**src/rtl/seven_seg_scan_ctrl.sv**
```systemverilog
// Four-digit seven-segment scan controller: frame-aligned source select, snapshot, digit multiplexing.
// Optional build macro: SEG_LEADING_ZERO_BLANK_EN blanks leading zero digits (3..1).
module seven_seg_scan_ctrl #(
  parameter int unsigned REFRESH_DIV = 100000
) (
  input  logic        CLK,
  input  logic        RESET,
  input  logic        SRC_REQ,
  output logic        MUX_SEL,
  input  logic [15:0] DATA_IN,
  input  logic [3:0]  DOT_IN,
  output logic [3:0]  SEG_SEL,
  output logic [3:0]  HEX_OUT,
  output logic        DOT_OUT,
  output logic        FRAME_DONE
);

  localparam int unsigned PW = (REFRESH_DIV > 2) ? $clog2(REFRESH_DIV) : 1;
  localparam logic [PW-1:0] PRE_LAST = PW'(REFRESH_DIV - 1);

  localparam logic [0:0] ST_LOAD = 1'b0;
  localparam logic [0:0] ST_SCAN = 1'b1;

  logic [0:0]    state_q, state_d;
  logic [PW-1:0] prescaler_q, prescaler_d;
  logic [1:0]    digit_q, digit_d;
  logic [15:0]   snap_data_q, snap_data_d;
  logic [3:0]    snap_dot_q, snap_dot_d;
  logic          mux_sel_q, mux_sel_d;
  logic          frame_done_q, frame_done_d;
  logic [3:0]    seg_sel_q, seg_sel_d;
  logic [3:0]    hex_out_q, hex_out_d;
  logic          dot_out_q, dot_out_d;
  logic          tick_c;
`ifdef SEG_LEADING_ZERO_BLANK_EN
  logic [3:0]    nz_c;
`endif

  assign MUX_SEL    = mux_sel_q;
  assign FRAME_DONE = frame_done_q;
  assign SEG_SEL    = seg_sel_q;
  assign HEX_OUT    = hex_out_q;
  assign DOT_OUT    = dot_out_q;

  always_ff @(posedge CLK or posedge RESET) begin
    if (RESET) begin
      state_q      <= ST_LOAD;
      prescaler_q  <= '0;
      digit_q      <= 2'd0;
      snap_data_q  <= 16'h0000;
      snap_dot_q   <= 4'h0;
      mux_sel_q    <= 1'b0;
      frame_done_q <= 1'b0;
      seg_sel_q    <= 4'b1111;
      hex_out_q    <= 4'h0;
      dot_out_q    <= 1'b0;
    end else begin
      state_q      <= state_d;
      prescaler_q  <= prescaler_d;
      digit_q      <= digit_d;
      snap_data_q  <= snap_data_d;
      snap_dot_q   <= snap_dot_d;
      mux_sel_q    <= mux_sel_d;
      frame_done_q <= frame_done_d;
      seg_sel_q    <= seg_sel_d;
      hex_out_q    <= hex_out_d;
      dot_out_q    <= dot_out_d;
    end
  end

  // Next state, then display outputs decoded from the next registered state so they land in step with it.
  always_comb begin
    state_d      = state_q;
    prescaler_d  = prescaler_q;
    digit_d      = digit_q;
    snap_data_d  = snap_data_q;
    snap_dot_d   = snap_dot_q;
    mux_sel_d    = mux_sel_q;
    frame_done_d = 1'b0;
    seg_sel_d    = 4'b1111;
    hex_out_d    = 4'h0;
    dot_out_d    = 1'b0;
    tick_c       = (state_q == ST_SCAN) && (prescaler_q == PRE_LAST);

    case (state_q)
      ST_LOAD: begin
        snap_data_d = DATA_IN;
        snap_dot_d  = DOT_IN;
        prescaler_d = '0;
        digit_d     = 2'd0;
        state_d     = ST_SCAN;
      end
      default: begin
        prescaler_d = tick_c ? '0 : prescaler_q + PW'(1);
        if (tick_c) begin
          if (digit_q == 2'd3) begin
            mux_sel_d    = SRC_REQ;
            frame_done_d = 1'b1;
            state_d      = ST_LOAD;
          end else begin
            digit_d = digit_q + 2'd1;
          end
        end
      end
    endcase

    if (state_d == ST_SCAN) begin
      seg_sel_d[digit_d] = 1'b0;
      hex_out_d          = snap_data_d[{digit_d, 2'b00} +: 4];
      dot_out_d          = snap_dot_d[digit_d];
    end

`ifdef SEG_LEADING_ZERO_BLANK_EN
    // A digit is blank when it and every more-significant digit carry neither a nibble nor a dot.
    for (int i = 0; i < 4; i++) begin
      nz_c[i] = (|snap_data_d[4*i +: 4]) | snap_dot_d[i];
    end
    if ((state_d == ST_SCAN) && (digit_d != 2'd0) && ((nz_c >> digit_d) == 4'd0)) begin
      seg_sel_d = 4'b1111;
      dot_out_d = 1'b0;
    end
`endif
  end

endmodule
```
**config.mk**
```make
export PLATFORM = sky130hd
export DESIGN_NAME = seven_seg_scan_ctrl
export DESIGN_NICKNAME = d
export VERILOG_FILES = /design/src/rtl/seven_seg_scan_ctrl.sv
export SDC_FILE = /design/constraint.sdc
export NUM_CORES = 1
export LEC_CHECK = 0
export ABC_AREA = 1
export BUFFER_PORTS_ARGS = -buffer_cell sky130_fd_sc_hd__buf_4
export CAP_MARGIN = 15
export CORE_MARGIN = 4
export CORE_UTILIZATION = 30
export CTS_BUF_LIST = sky130_fd_sc_hd__clkbuf_4 sky130_fd_sc_hd__clkbuf_8
export DETAILED_ROUTE_END_ITERATION = 7
export SKIP_LAST_GASP = 1
export SLEW_MARGIN = 30
export SYNTH_ARGS = -nofsm -noshare
export SYNTH_HDL_FRONTEND = slang
export SYNTH_SLANG_ARGS = --single-unit
```
**constraint.sdc**
```tcl
create_clock -name CLK -period 1.81 [get_ports CLK]
set_input_delay 0.0905 -clock CLK [delete_from_list [all_inputs] [get_ports CLK]]
set_output_delay 0.0905 -clock CLK [all_outputs]
set_load 0.1 [all_outputs]
```
* Yosys cells after proc, flatten, opt, wreduce, memory -nomap -nowiden
Cells that the tools add are included.
** Cells by class
- Shift-type cells :: 1
- Multipliers :: 0
- Equal/unequal tests :: 2
- Order comparisons :: 2
- Div/mod/pow operators :: 0
- Reductions and logical operators :: 3
- $add $sub $neg :: 2
- Bitwise gates (word level) :: 1
- Muxes and demuxes :: 20
** Operator list (number)
- 17-bit two-way mux :: 2
- 17-bit by 1-bit adder with 17-bit output, second input constant :: 1
- 17-bit == test, second input constant :: 1
- 16-bit two-way mux :: 1
- 16-bit by 5-bit variable part select with 4-bit output :: 1
- 4-bit two-way mux :: 3
- 1-bit two-way mux :: 9
- 2-bit two-way mux :: 3
- 4-bit NOT :: 1
- 2-bit by 3-bit < comparator with 1-bit output, second input constant :: 1
- 3-bit AND reduction :: 1
- 2-bit by 1-bit adder with 2-bit output, second input constant :: 1
- 1-bit binary-select mux with 2-bit select :: 1
- 1-bit demux with 2-bit select :: 1
- 2-bit == test, second input constant :: 1
- 2-bit by 1-bit >= comparator with 1-bit output, second input constant :: 1
- 1-bit logical AND :: 2
** Word-level totals
- Input port bits :: 23
- Latch bits :: 0
- Memory bits (read-only) :: 0
- Memories :: 0
- Output and inout bits :: 11
- Memory bits (writable) :: 0
- Logic and storage cells :: 41
- Register bits :: 51

* Longest topological paths before layout
- Depth in word-level cells :: 10
- Mapped depth :: 12
- Depth with buffers taken out :: 11

* Least setup slack after synthesis
OpenSTA, ideal clock, no wires.
- Path type :: register to register
- Start point :: register prescaler_q[0]
- End point :: register prescaler_q[14]
- Setup time :: 0.123 ns
- Path slack :: 0.216 ns
- Cell stages (with the launch flop) :: 9
- Data required time :: 1.687 ns
- Arrival :: 1.470 ns
- Path buffers :: 0
- Cell sequence :: dfrtp_1 -> ha_1 -> nand3_2 -> nor2_1 -> nand2_1 -> nor4_4 -> nand3_1 -> o21ai_0 -> a21oi_1
** Between the ends
- Cells in the longest elaborated chain, start to end :: 4
- Elaborated cells between the ends (all ways) :: 5
- Those cells by class :: 1 x add/sub; 1 x eq/ne; 2 x mux; 1 x reduce/logical
** Ends and longest elaborated chain
- from (decl) :: line 25 : logic [PW-1:0] prescaler_q, prescaler_d;
- from (signal assigned) :: line 59 : prescaler_q <= prescaler_d;
- branches (longest 2 deep; another with 17-bit by 1-bit adder with 17-bit output)
- 17-bit two-way mux (*) :: line 94 : prescaler_d = tick_c ? '0 : prescaler_q + PW'(1);
- 17-bit two-way mux (*) :: line 85 : case (state_q)
- named net prescaler_d[14] :: line 25
Mark *: on every way through the listed nets, which the timed path passes.
A chain may end at the register's enable or synchronous reset.

* Worst setup path after layout
- Start point :: register prescaler_q[9]
- End point :: register hex_out_q[3] (netlist: HEX_OUT[3])
** Between the ends
- Cells in the longest elaborated chain, start to end :: 6
- Elaborated cells between the ends (all ways) :: 8
- Those cells by class :: 1 x eq/ne; 1 x shift; 5 x mux; 1 x reduce/logical
** Ends and longest elaborated chain
- 17-bit == test (*) :: line 83 : tick_c = (state_q == ST_SCAN) && (prescaler_q == PRE_LAST);
- 1-bit logical AND (*) :: line 83
- 2-bit two-way mux :: line 95 : if (tick_c) begin
- 2-bit two-way mux :: line 85
- 16-bit by 5-bit variable part select with 4-bit output :: line 109 : hex_out_d = snap_data_d[{digit_d, 2'b00} +: 4];
- 4-bit two-way mux (*) :: line 107 : if (state_d == ST_SCAN) begin
- named net hex_out_d[3] :: line 32 : logic [3:0] hex_out_q, hex_out_d;
- to (signal assigned) :: line 66 : hex_out_q <= hex_out_d;
- to (decl) :: line 32
Mark *: on every way through the listed nets, which the timed path passes. The rest lies on a longest branch.

==> run metrics <==
met3 usage=2.10%; Tcrit/Tclk final=94.1%; Relative slew margins=69.6%; Synth warnings=0; layout cell share with drive strength beyond 1=a little under a third; vias in the first global route=2,159; actual slew at the worst max-slew pin=0.456 ns; leakage power=1.51 nW; Root Driver=clkbuf_8; setup TNS=0 ns; Mapped Cells=between 200 and 300; unrepaired setup endpoints after global routing=true; largest net degree at the start of global routing=33; die area=between 9000 and 10,000 µm²; total wire length=5540 µm; row count=33; insertion delay to the later sink of the worst-skew pair=between 0.3 and 0.4 ns; CTS sink cnt=between 50 and 60; DRC=0; pwr dens=between 600 and 700 nW/µm²; CTS tree=yes; Overall Global Routing Usage=between 10% and 20%; Num CTS Buffers=5; register area share after synthesis=around 50%; status=completed; Final min period=1.70 ns; n_diodes=0; Setup violations, final=0; setup ws final=between 0.1 and 0.15 ns; synthesis-to-layout area growth=25.4%; # Max-Cap Violations=0; DP Area=between 2000 and 3000 µm²; Max Clock Skew=between 0.006 and 0.007 ns; Die X=99.3 µm; H-tree Lvls=2; arrival time worst endpoint=between 1.5 and 2 ns; Pwr Total=roughly 0.0021 W; Port Buffers=33; top cells by area, synth=dfrtp_1 47%, nand2_1 8.7%, inv_1 5.5%; wire length per cell=~13 µm; Cell Area, Synth=2500 µm²; dpl cells=roughly 430; Final Hold Vio Count=0; Critical Path Start Type=register; Worst EP required=2.00 ns; Yosys cell types=35; Yosys top cell area share=47.0%; Worst setup EP type=register; Clock transition at path regs=~0.090 ns; detailed-route via count=approximately 2,000; VDD IR max=between 200 and 300 µV; # IOs=34; clk buf depth=2; Yosys reg bits=51; Die Height=between 90 and 100 µm; Setup WS pre-CTS=roughly 0.033 ns; cell area after layout=~3100 µm²; global-route wire length before repair=9640 µm; Final HPWL DP=4160 µm; gpl congestion=about 0.77; Core Region=8180 µm²; maximum clock frequency=around 590 MHz; router iterations before antenna repair=4; Initial Util=roughly 31%; M1 GR Usage=16.5%; final net count=358; antenna violations before repair=0; worst min-delay path category=in2reg; GRT overflow=0; Slew Limit Fails=0; GRT busiest layer=met2; syn_nets=309; commonest non-fill, non-tap cells in the layout=56 x nand2_1, 47 x dfrtp_1, 46 x buf_4, 36 x inv_1, 20 x nand3_1; drt first-iter violations=about 120; fin cells=~440; WS Path Type=reg2reg; most common cell after layout, fill and taps aside=nand2_1; vias per std cell=roughly 4.5; M2 GR Usage=18.6%; crit-path max FO=4; post-route ant nets=0; Mean Syn Cell Area=between 8 and 9 µm²; Synth area leader=dfrtp_1
-- worst max-delay path, cell delays in order, from the launching register on --
cell and delay (ns):
dfrtp_1 0.41, nand2_1 0.10, inv_2 0.10, nand3_2 0.10, nor2_4 0.19, nand2_4 0.11, a21oi_4 0.19, buf_4 0.15
nand3_1 0.07, nand3_1 0.10, a21oi_1 0.08
-- layout make-up --
| class | instances | area, µm² |
|---|---|---|
| clock buffer | 5 | 68.8 |
| clock inverter | 2 | 37.5 |
| fill | 843 | 5040 |
| inverter | 41 | 158 |
| multi-input combinational | 186 | 1070 |
| sequential | 51 | 1280 |
| tap | 105 | 131 |
| timing repair buffer | 49 | 385 |
-- flip-flops by register name, summed over array words and instances (netlist names) --
register / cells
DOT_OUT: 1
FRAME_DONE: 1
HEX_OUT: 4
MUX_SEL: 1
SEG_SEL: 4
digit_q: 2
prescaler_q: 17
snap_data_q: 16
snap_dot_q: 4
state_q: 1
-- synthesized netlist by cell type, drive strengths merged --
cell type	count
inv	40
xor2	3
dfrtp	47
o211a	1
nor2	27
xnor2	2
buf	4
nand2	62
ha	1
clkinv	1
or2	14
a31oi	1
nor4	3
o21ai	20
nand3	25
nor3	4
and3	1
clkbuf	3
dfstp	4
a21oi	10
nand4	10
nor3b	2
-- logic make-up after synthesis --
kind of cell | synth area share (%)
AND/OR/NAND/NOR | 31.8
flip-flops | 51.2
buffers and inverters | 7.65
AO/OA/AOI/OAI | 7.10
XOR/XNOR | 1.75
adder cells (fa/ha/maj) | 0.500
-- path summary, 6_finish.rpt --
check                               start  slack (ns)  depth (start not counted)            end
setup / recovery           prescaler_q[9]        0.11                         10     HEX_OUT[3]
hold / removal                  DOT_IN[1]        0.01                          3  snap_dot_q[1]
setup reg to reg           prescaler_q[9]        0.11                         10     HEX_OUT[3]
hold reg to reg             snap_dot_q[0]        0.49                          2  snap_dot_q[0]
max in group asynchronous           RESET        0.86                          4     SEG_SEL[0]
min in group asynchronous           RESET        0.35                          3     HEX_OUT[3]
-- power by group --
group	total (W)	internal, W	switching (W)	leakage (nW)
sequential	0.00117	0.00117	0.00000637	0.620
combinational	0.000174	0.0000691	0.000105	0.840
clock	0.000772	0.000404	0.000368	0.0502
total	0.00212	0.00164	0.000480	1.51
-- per-stage QoR --
stage,hold slack (ns),util [%]
after floorplan,0.200,-
after global placement,0.137,35.8
after detailed placement,0.138,35.8
after CTS,0.00850,37.4
after global routing,0.0376,38.4
final,0.0131,38.4
-- per-layer routing --
layer | share of wire (%) | vias to the layer above
met4 | 2.0 | 0
li1 | - | 1005
met5 | 0 | -
met1 | 49 | 937
met3 | 4.0 | 10
met2 | 45 | 44
-- what timing repair did --
action,CTS,global route
setup buffers,0,5
hold endpoints to repair,19,0
hold buffers,2,0
resized for setup,0,12
endpoints found under the setup margin,0,9
Power figures use the tool's default switching activity.
